$ cat src/rtl/fir_coeff_pkg.sv
// fir_coeff_pkg: sizes, default 5x5 kernel and FSM encoding shared by the coefficient controller
package fir_coeff_pkg;
    localparam int NUM_TAPS = 25;
    localparam int COEFF_W  = 16;
    localparam int ADDR_W   = 4;
    localparam int WORDS    = 13;
    localparam logic [ADDR_W-1:0] LAST_ADDR = ADDR_W'(WORDS - 1);
    // listed from tap 24 down to tap 0
    localparam logic [NUM_TAPS*COEFF_W-1:0] DEFAULT_KERNEL = {
        16'h0000, 16'h0000, 16'hFF00, 16'h0000, 16'h0000,
        16'h0000, 16'hFF00, 16'hFE00, 16'hFF00, 16'h0000,
        16'hFF00, 16'hFE00, 16'h1000, 16'hFE00, 16'hFF00,
        16'h0000, 16'hFF00, 16'hFE00, 16'hFF00, 16'h0000,
        16'h0000, 16'h0000, 16'hFF00, 16'h0000, 16'h0000
    };
    typedef enum logic {IDLE = 1'b0, ARMED = 1'b1} state_t;
endpackage

$ cat src/rtl/fir_coeff_bank.sv
// fir_coeff_bank: shadow and active coefficient registers with word write and whole-bank copy
module fir_coeff_bank
    import fir_coeff_pkg::*;
(
    input  logic                         clk,
    input  logic                         rst,
    input  logic                         wr_en,
    input  logic [ADDR_W-1:0]            wr_addr,
    input  logic [31:0]                  wr_data,
    input  logic                         copy_en,
    output logic [NUM_TAPS*COEFF_W-1:0]  active_o
);
    logic [NUM_TAPS*COEFF_W-1:0] shadow;
    always_ff @(posedge clk) begin
        if (!rst) begin
            shadow   <= DEFAULT_KERNEL;
            active_o <= DEFAULT_KERNEL;
        end else begin
            if (wr_en) begin
                shadow[int'(wr_addr)*2*COEFF_W +: COEFF_W] <= wr_data[15:0];
                // the last word holds only tap 24; its upper half has no tap
                if (wr_addr != LAST_ADDR)
                    shadow[(int'(wr_addr)*2+1)*COEFF_W +: COEFF_W] <= wr_data[31:16];
            end
            if (copy_en)
                active_o <= shadow;
        end
    end
endmodule

$ cat src/rtl/fir_coeff_ctrl.sv
// fir_coeff_ctrl: frame-synchronous coefficient commit for the 5x5 FIR.
// Define FIR_COEFF_READBACK_EN to add the registered rd_addr/rd_data readback of the active bank.
module fir_coeff_ctrl
    import fir_coeff_pkg::*;
(
    input  logic                         clk,
    input  logic                         rst,
    input  logic                         vs_i,
    input  logic                         wr_en,
    input  logic [ADDR_W-1:0]            wr_addr,
    input  logic [31:0]                  wr_data,
    output logic                         wr_ready,
    input  logic                         commit_req,
    output logic [NUM_TAPS*COEFF_W-1:0]  coeff_o,
    output logic                         pending_o,
    output logic                         commit_done_o,
    output logic                         err_o
`ifdef FIR_COEFF_READBACK_EN
    ,
    input  logic [ADDR_W-1:0]            rd_addr,
    output logic [31:0]                  rd_data
`endif
);
    state_t state, state_n;
    logic vs_q, vs_rise, wr_fire, wr_ok, wr_bad, apply;
    assign vs_rise  = vs_i & ~vs_q;
    assign wr_ready = state == IDLE;
    assign pending_o = state == ARMED;
    assign wr_fire  = wr_en & wr_ready;
    assign wr_ok    = wr_fire & (wr_addr <= LAST_ADDR);
    assign wr_bad   = wr_fire & (wr_addr > LAST_ADDR);
    assign apply    = (state == ARMED) & vs_rise;
    always_comb begin
        state_n = state;
        if (state == IDLE)
            state_n = commit_req ? ARMED : IDLE;
        else
            state_n = vs_rise ? IDLE : ARMED;
    end
    always_ff @(posedge clk) begin
        if (!rst) begin
            state         <= IDLE;
            vs_q          <= 1'b0;
            commit_done_o <= 1'b0;
            err_o         <= 1'b0;
        end else begin
            state         <= state_n;
            vs_q          <= vs_i;
            commit_done_o <= apply;
            err_o         <= apply ? 1'b0 : (err_o | wr_bad);
        end
    end
    fir_coeff_bank u_bank (
        .clk      (clk),
        .rst      (rst),
        .wr_en    (wr_ok),
        .wr_addr  (wr_addr),
        .wr_data  (wr_data),
        .copy_en  (apply),
        .active_o (coeff_o)
    );
`ifdef FIR_COEFF_READBACK_EN
    logic [COEFF_W-1:0] rd_lo, rd_hi;
    // out-of-range selects are never used: the mux below masks them
    assign rd_lo = coeff_o[int'(rd_addr)*2*COEFF_W +: COEFF_W];
    assign rd_hi = coeff_o[(int'(rd_addr)*2+1)*COEFF_W +: COEFF_W];
    always_ff @(posedge clk) begin
        if (!rst)
            rd_data <= '0;
        else
            rd_data <= (rd_addr < LAST_ADDR) ? {rd_hi, rd_lo} :
                       (rd_addr == LAST_ADDR) ? {16'h0000, rd_lo} : 32'h0;
    end
`endif
endmodule

$ cat config.mk
export PLATFORM = sky130hd
export DESIGN_NAME = fir_coeff_ctrl
export DESIGN_NICKNAME = d
export VERILOG_FILES = /design/src/rtl/fir_coeff_pkg.sv /design/src/rtl/fir_coeff_bank.sv /design/src/rtl/fir_coeff_ctrl.sv
export SDC_FILE = /design/constraint.sdc
export NUM_CORES = 1
export LEC_CHECK = 0
export CORE_UTILIZATION = 52
export DETAILED_ROUTE_END_ITERATION = 7
export PLACE_DENSITY = 0.87
export SLEW_MARGIN = 20
export SYNTH_ARGS = -nofsm -noshare
export SYNTH_HDL_FRONTEND = slang
export SYNTH_SLANG_ARGS = --single-unit
export TNS_END_PERCENT = 100
$ cat constraint.sdc
create_clock -name clk -period 8.7 [get_ports clk]
set_input_delay 1.305 -clock clk [delete_from_list [all_inputs] [get_ports clk]]
set_output_delay 1.305 -clock clk [all_outputs]
set_load 0.01 [all_outputs]
[Word level (Yosys, flattened, before mapping)]
Index checks and enable logic that the tools add are counted.
Word-level totals
  bits in registers: 804
  word-level logic and storage cells: 32
Operators by class
  add/subtract/negate cells: 3
  order comparisons: 2
  eq/ne operators: 1
  shifts and indexed selects: 4
  muxes and demuxes: 6
  bitwise operators: 9
  reduce and logical (&&, ||, !) cells: 1
Operators by type and width (count)
  $bwmux W400: 2
  $shift A16 B33 Y400 const A: 2
  $shiftx A16 B33 Y400: 2
  $mux W400: 1
  $neg A32 Y33: 1
  $neg A9 Y33: 1
  $add A5 B1 Y6 const B: 1
  $and A1 B1 Y1: 5
  $gt A4 B4 Y1 const B: 1
  $le A4 B4 Y1 const B: 1
  $ne A4 B4 Y1 const B: 1
  $mux W1: 3
  $not A1 Y1: 3
  $reduce_or A2 Y1: 1
  $or A1 B1 Y1: 1

[Depth between registers and ports, before layout]
Gate-level depths: netlist of run 1.
  depth after elaboration: 5
  depth in mapped cells: 10
  mapped depth without buffers: 7

[Hierarchy]
From an unflattened synthesis of run 1, not the netlist that was laid out.
Unflattened totals
  cell total of the unflattened synthesis: 2799
  area, all modules: 29356.9 µm²
By module, submodules not included
  fir_coeff_bank: times used 1, cells each 2783, area an instance 29213.0 µm², seq. area each 16015.4 µm²
  fir_coeff_ctrl: times used 1, cells each 16, area an instance 143.9 µm², seq. area each 80.1 µm²

[Worst setup path after synthesis of run 1]
No wires, ideal clock.
  kind: input to register
  from: input wr_addr[0]
  to: register u_bank.shadow[10]
  arrival: 3.639 ns
  data required time: 8.624 ns
  slack: 4.985 ns
  cell stages on the path: 10
  path buffers: 4
  cell sequence: buf_2 nor3_1 clkbuf_1 ha_1 nor4_1 and4_1 clkbuf_1 buf_2 nand2_1 a21boi_0
Between the ends
  word-level cells in the longest chain between the ends: 5
  elaborated cells between the ends (all ways): 13
  those cells by class: add/sub (3); order compare (1); eq/ne (1); shift (4); mux (3); bitwise (1)
Ends and longest elaborated chain
  start, declared: RTL line fir_coeff_ctrl.sv:10  | input logic [ADDR_W-1:0] wr_addr,
  $add A5 B1 Y6 / $neg A9 Y33 (equally long branches): RTL line fir_coeff_bank.sv:23, fir_coeff_bank.sv:20
  $neg A32 Y33 (tied with other cells): RTL line fir_coeff_bank.sv:23  | shadow[(int'(wr_addr)*2+1)*COEFF_W +: COEFF_W] <= wr_data[31:16];
  $shiftx A16 B33 Y400 (tied with other cells): RTL line fir_coeff_bank.sv:23
  $bwmux W400: RTL line fir_coeff_bank.sv:23
  $mux W400: RTL line fir_coeff_bank.sv:22  | if (wr_addr != LAST_ADDR)
  end signal, assigned by index: RTL line fir_coeff_bank.sv:20  | shadow[int'(wr_addr)*2*COEFF_W +: COEFF_W] <= wr_data[15:0];
  end signal, assigned by index: RTL line fir_coeff_bank.sv:23
  end, declared: RTL line fir_coeff_bank.sv:13  | logic [NUM_TAPS*COEFF_W-1:0] shadow;
Parallel ways exist; a longest one is shown, timed or not.
A chain may end at the register's enable or synchronous reset.

[Final worst setup path of run 1]
  from: input wr_addr[0]
  to: register u_bank.shadow[65]
Same word-level chain as after synthesis.

==> results.sh, run 1 <==
export IMPL_status="complete, no violations"
export IMPL_drive_gt1_frac=0.0533
export IMPL_finClkSkew_ps=15.4
export IMPL_grt_pass1_wl_um=124000
export IMPL_dpl_instance_area_um2=32100
export IMPL_cp_start_kind="primary input"
export IMPL_core_area_um2=52600
export IMPL_cts_path_max_buffers=3
export IMPL_r2r_cells=5
export IMPL_setup_ws_ps=3760
export IMPL_final_nets=2954
export IMPL_cts_sinks=804
export IMPL_synthCells=2601
export IMPL_endpoint_kind="flip-flop"
export IMPL_p_int_mw=5.64
export IMPL_crit_arrival_ps=5460
export IMPL_worstMarginPinSlew_ps=1150
export IMPL_synth_edf_count=0
export IMPL_relSlewSlack=0.233
export IMPL_syn_cell_area_um2=27600
export IMPL_routed_wl_um=83200
export IMPL_holdWs_ps=455
export IMPL_drv_slew=0
export IMPL_cp_slowest_stage_delay_ps=1120
export IMPL_ys_ff_latch=804
export IMPL_grt_use_total=0.297
export IMPL_netSwitchingFraction=0.224
export IMPL_power_density_nw_per_um2=210
export IMPL_synth_cell_types=49
export IMPL_place_ws_ps=3110
export IMPL_yosysWarnings=0
export IMPL_crit_type="in2reg"
export IMPL_hold_viol=0
export IMPL_cp_slowest_cell="clkdlybuf4s50_1"
export IMPL_postRouteAntennaNets=0
export IMPL_fmax_ghz=0.202
export IMPL_die_w_um=232
export IMPL_clk_pin_slew_ps=60
export IMPL_synthArstFlopShare=0
export IMPL_dr_first_iter_drc_count=1905
export IMPL_cts_hold_buffers_added=0
export IMPL_place_congestion=0.908
export IMPL_finalCriticalPeriod_ps=4940
export IMPL_p_sw_mw=1.62
export IMPL_path_max_fanout=20
export IMPL_p_seq_frac=0.511
export IMPL_wire_per_inst_um=22.8
export IMPL_hpwl_um=53100
export IMPL_setup_viol=0
export IMPL_die_area_um2=54000
export IMPL_synthesis_nets=2649
export IMPL_grt_pass1_vias=20963
export IMPL_num_rows=84
export IMPL_dr_pass1_iters=5
export IMPL_max_cap_violations=0
export IMPL_holdPathStages=2
export IMPL_p_clk_frac=0.448
export IMPL_drc=0
export IMPL_p_leak_nw=13.3
export IMPL_io_buffers=444
export IMPL_ys_seq_area_frac=0.583
export IMPL_cts_resized=0
export IMPL_finalNonFillerCells=3654
export IMPL_cp_cell_sequence="clkdlybuf4s50_1, inv_1, ha_1, ha_1, nand4bb_1, nor4b_4, and3_1, mux2i_1"
export IMPL_htree_num_levels=3
export IMPL_vias=21658
export IMPL_post_route_period_util=0.568
export IMPL_grt_max_degree=198
export IMPL_grt_setup_unrepaired="no"
export IMPL_cts_root_buf="clkbuf_16"
export IMPL_antenna_found_initial=3
export IMPL_die_h_um=232
export IMPL_placed_cells=3513
export IMPL_cts_buffers=77
export IMPL_syn_to_final_growth_pct=25.3
export IMPL_crit_path_frequent_cell="ha_1"
export IMPL_synth_avg_cell_area_um2=10.6
export IMPL_ios=445
export IMPL_p_comb_frac=0.041
export IMPL_layout_commonest_cell="dfxtp_1"
export IMPL_required_ps=9220
export IMPL_setup_tns_final_ps=0
export IMPL_via_per_inst=5.93
export IMPL_clkLatencyLatePin_ps=610
export IMPL_initial_core_util=0.526
export IMPL_finalInstanceArea_um2=34600
export IMPL_cts_tree="done"
export IMPL_overflow=0
export IMPL_post_cts_setup_buffers=0
export IMPL_peakVddDrop_v=0.000162
export IMPL_mostFrequentLayoutCells="dfxtp_1, clkdlybuf4s50_1, nand2_1"
export IMPL_synth_flop_cell="dfxtp_1"
export IMPL_hp_class="reg2reg"
kinds of logic after synthesis:
group           count (synthesis)  synth area share
compound gates                606             0.181
fa+ha+maj                       7           0.00317
buf+inv                       247            0.0386
flops                         804             0.583
mux                           176            0.0638
simple gates                  761             0.130
layout make-up:
type                            instances  area [um2]
Antenna cell                            2        5.00
Clock buffer                          117        2230
Clock inverter                         20         218
Fill cell                            3767       17900
Inverter                               14        60.1
Multi-Input combinational cell       1550       10500
Sequential cell                       804       16100
Tap cell                              688         861
Timing Repair Buffer                  459        4600
metrics by stage:
stage / total power [mW] / utilization
5_1_grt: 7.45 / 0.658
6_report: 7.26 / 0.658
4_1_cts: 7.28 / 0.657
2_1_floorplan: 3.96 / -
3_3_place_gp: 4.07 / 0.611
3_5_place_dp: 4.08 / 0.611
cell usage after synthesis (3+ instances only):
| cell | number | area (um2) |
|---|---|---|
| ha_1 | 7 | 87.6 |
| nor2_1 | 6 | 22.5 |
| nand3_1 | 228 | 1140 |
| buf_2 | 38 | 190 |
| o22a_1 | 85 | 744 |
| clkbuf_1 | 152 | 571 |
| a21boi_0 | 171 | 1280 |
| dfxtp_1 | 804 | 16100 |
| nand4_1 | 9 | 56.3 |
| and3_1 | 7 | 43.8 |
| nand2_1 | 396 | 1490 |
| a21boi_1 | 10 | 75.1 |
| buf_4 | 7 | 52.6 |
| a22o_1 | 307 | 2690 |
| inv_1 | 13 | 48.8 |
| nand2_2 | 5 | 31.3 |
| a2bb2oi_1 | 8 | 70.1 |
| and2_1 | 8 | 50.1 |
| a21oi_1 | 17 | 85.1 |
| nor2b_1 | 59 | 369 |
| buf_1 | 25 | 93.8 |
| o211ai_1 | 8 | 60.1 |
| mux2i_1 | 176 | 1760 |
| nand2b_1 | 8 | 50.1 |
| buf_6 | 8 | 90.1 |
| clkbuf_2 | 3 | 15.0 |
| nor3_1 | 7 | 35.0 |
state kept, by name, summed over array words and instances (netlist names):
name and count:
u_bank.active_o 400, u_bank.shadow 400, commit_done_o 1, err_o 1, pending_o 1, vs_q 1
power by group through the flow:
stage	registers [mW]	logic, mW	clock network [mW]
finish	3.71	0.300	3.25
detailed placement	3.79	0.290	0
global placement	3.79	0.282	0
floorplan	3.79	0.178	0
CTS	3.71	0.291	3.28
global route	3.71	0.312	3.43
worst paths after layout:
check,startpoint,endpoint,slack [ps]
setup / recovery,wr_addr[0],u_bank.shadow[65],3760
hold / removal,u_bank.shadow[254],u_bank.shadow[254],460
setup reg to reg,pending_o,u_bank.active_o[180],4970
hold reg to reg,u_bank.shadow[254],u_bank.shadow[254],460
routing by layer:
layer	vias to the layer above	routed length (um)	track usage
met3	231	6820	0.0674
met4	0	4190	0.165
met5	-	0	0
li1	9814	-	-
met2	1043	39700	0.485
met1	10570	32500	0.362
critical path, delay by kind of cell:
kind                       cells  cell delay [ps]
adders and majority gates      2              740
buffers and inverters          2             1440
muxes                          1              310
and+or+nand+nor                3             1640
Note: power is estimated with default switching activity, not from simulation.
==> run 2: changes to the inputs <==
--- a/config.mk
+++ b/config.mk
@@ -5,9 +5,9 @@
 export SDC_FILE = /design/constraint.sdc
 export NUM_CORES = 1
 export LEC_CHECK = 0
-export CORE_UTILIZATION = 52
+export CORE_UTILIZATION = 48
 export DETAILED_ROUTE_END_ITERATION = 7
-export PLACE_DENSITY = 0.87
+export PLACE_DENSITY = 0.85
 export SLEW_MARGIN = 20
 export SYNTH_ARGS = -nofsm -noshare
 export SYNTH_HDL_FRONTEND = slang
==> constraint.sdc (replaced) <==
create_clock -name clk -period 4.5 [get_ports clk]
set_input_delay 0.675 -clock clk [delete_from_list [all_inputs] [get_ports clk]]
set_output_delay 0.675 -clock clk [all_outputs]
set_load 0.01 [all_outputs]
==> run 2 against run 1 <==
Effect of this change:
- count of clock-buffer cells in the layout down 6
- global-route usage fell by 1.4 points
- routed wire length grew 3.4%
- cell area increased by 1.4%
- setup slack got worse by 2700 ps
- combinational power grew 100%
- total power is 100% higher
- cell count increased by 2.5%
- clock skew grew 1.3 ps
- critical path depth rose by 2
- critical path type unchanged
- critical endpoint is now u_bank.shadow[194]
==> results.sh, run 2 (synthesized netlist as in run 1, its figures left out) <==
export IMPL_status="complete, no violations"
export IMPL_clk_pin_slew_ps=60
export IMPL_placed_cells=3603
export IMPL_setup_viol=0
export IMPL_r2r_cells=5
export IMPL_ios=445
export IMPL_p_int_mw=11.2
export IMPL_largestRegisters="u_bank.active_o (400), u_bank.shadow (400)"
export IMPL_dr_first_iter_drc_count=1965
export IMPL_cp_num_buf_inv=4
export IMPL_overflow=0
export IMPL_hold_viol=0
export IMPL_die_area_um2=58500
export IMPL_grt_use_total=0.283
export IMPL_routed_wl_um=86000
export IMPL_htree_num_levels=3
export IMPL_cts_path_max_buffers=3
export IMPL_via_per_inst=5.90
export IMPL_worstMarginPinSlew_ps=1210
export IMPL_layout_area_seq_um2=16100
export IMPL_startpoint="wr_addr[1]"
export IMPL_cp_slowest_stage_delay_ps=550
export IMPL_cts_sinks=804
export IMPL_final_nets=2977
export IMPL_p_leak_nw=13.6
export IMPL_cts_tree="done"
export IMPL_io_buffers=444
export IMPL_grt_pass1_vias=21782
export IMPL_cts_buffers=80
export IMPL_initial_core_util=0.488
export IMPL_drive_gt1_frac=0.0659
export IMPL_antenna_found_initial=5
export IMPL_post_cts_setup_buffers=0
export IMPL_crit_arrival_ps=3990
export IMPL_max_cap_violations=0
export IMPL_endpoint_kind="flip-flop"
export IMPL_critical_path_cell_count=10
export IMPL_grt_setup_unrepaired="no"
export IMPL_dr_pass1_iters=5
export IMPL_netSwitchingFraction=0.227
export IMPL_final_util=0.620
export IMPL_layout_commonest_cell="dfxtp_1"
export IMPL_postRouteAntennaNets=0
export IMPL_mostFrequentLayoutCells="dfxtp_1, clkdlybuf4s50_1, nand2_1"
export IMPL_path_max_fanout=16
export IMPL_cts_root_buf="clkbuf_16"
export IMPL_grt_max_degree=246
export IMPL_fill_cells=4266
export IMPL_cp_slowest_cell="clkdlybuf4s50_1"
export IMPL_crit_type="in2reg"
export IMPL_cp_cell_sequence="clkdlybuf4s50_1, buf_4, inv_1, ha_1, ha_1, nand4bb_1, nor4_4, buf_4, nand3_2, mux2i_1"
export IMPL_required_ps=5030
export IMPL_p_clk_frac=0.465
export IMPL_place_congestion=0.846
export IMPL_peakVddDrop_v=0.000254
export IMPL_critical_path_top_delay_family="simple AND/OR/NAND/NOR gates"
export IMPL_finClkSkew_ps=16.7
export IMPL_post_route_period_util=0.768
export IMPL_num_rows=87
export IMPL_fmax_ghz=0.289
export IMPL_p_sw_mw=3.29
export IMPL_setup_ws_ps=1040
export IMPL_die_w_um=242
export IMPL_finalCriticalPeriod_ps=3460
export IMPL_finalInstanceArea_um2=35100
export IMPL_drv_slew=0
export IMPL_power_mw=14.5
export IMPL_die_h_um=242
export IMPL_p_comb_frac=0.041
export IMPL_grt_pass1_wl_um=130000
export IMPL_relSlewSlack=0.190
export IMPL_dpl_instance_area_um2=32400
export IMPL_place_ws_ps=485
export IMPL_setup_tns_final_ps=0
export IMPL_clkLatencyLatePin_ps=620
export IMPL_drc=0
export IMPL_cts_resized=0
export IMPL_r2r_start="pending_o"
export IMPL_holdWs_ps=456
export IMPL_power_density_nw_per_um2=413
export IMPL_cts_hold_buffers_added=0
export IMPL_finalNonFillerCells=3746
export IMPL_core_area_um2=56600
export IMPL_hp_start="u_bank.shadow[303]"
export IMPL_hpwl_um=54700
export IMPL_cp_start_kind="primary input"
export IMPL_holdPathStages=1
export IMPL_vias=22104
export IMPL_p_seq_frac=0.494
export IMPL_hp_class="reg2reg"
export IMPL_syn_to_final_growth_pct=27.0
export IMPL_multi_input_area_um2=10500
export IMPL_wire_per_inst_um=23.0
## run 2: area by class of cell
cell class / instances / share of cell area
inverters: 14 / 0.00171
flip-flops and latches: 804 / 0.459
clock buffers: 111 / 0.0661
clock inverters: 30 / 0.0102
repair buffers: 479 / 0.136
multi-input cells: 1550 / 0.300
diodes: 2 / 0.000143
well taps: 756 / 0.0270
## run 2: path summary, 6_finish.rpt
kind | to | slack, ps
setup / recovery | u_bank.shadow[194] | 1040
hold / removal | u_bank.active_o[303] | 460
setup reg to reg | u_bank.shadow[121] | 2030
hold reg to reg | u_bank.active_o[303] | 460
## run 2: metal layers
metal  wire length, um  track usage  vias to the layer above  share of wire
met1             33000        0.333                    10847           0.38
met2             40900        0.472                     1143           0.48
li1                  -            -                     9861              -
met3              7590       0.0698                      247          0.088
met5                40            0                        -        0.00046
met4              4460        0.159                        6          0.052
## run 2: power groups by stage
stage / sequential, mW / clock, mW / combinational (mW)
2_1_floorplan: 7.32 / 0 / 0.344
5_1_grt: 7.16 / 7.13 / 0.622
4_1_cts: 7.16 / 6.81 / 0.588
6_report: 7.17 / 6.74 / 0.602
3_3_place_gp: 7.32 / 0 / 0.571
3_5_place_dp: 7.32 / 0 / 0.583
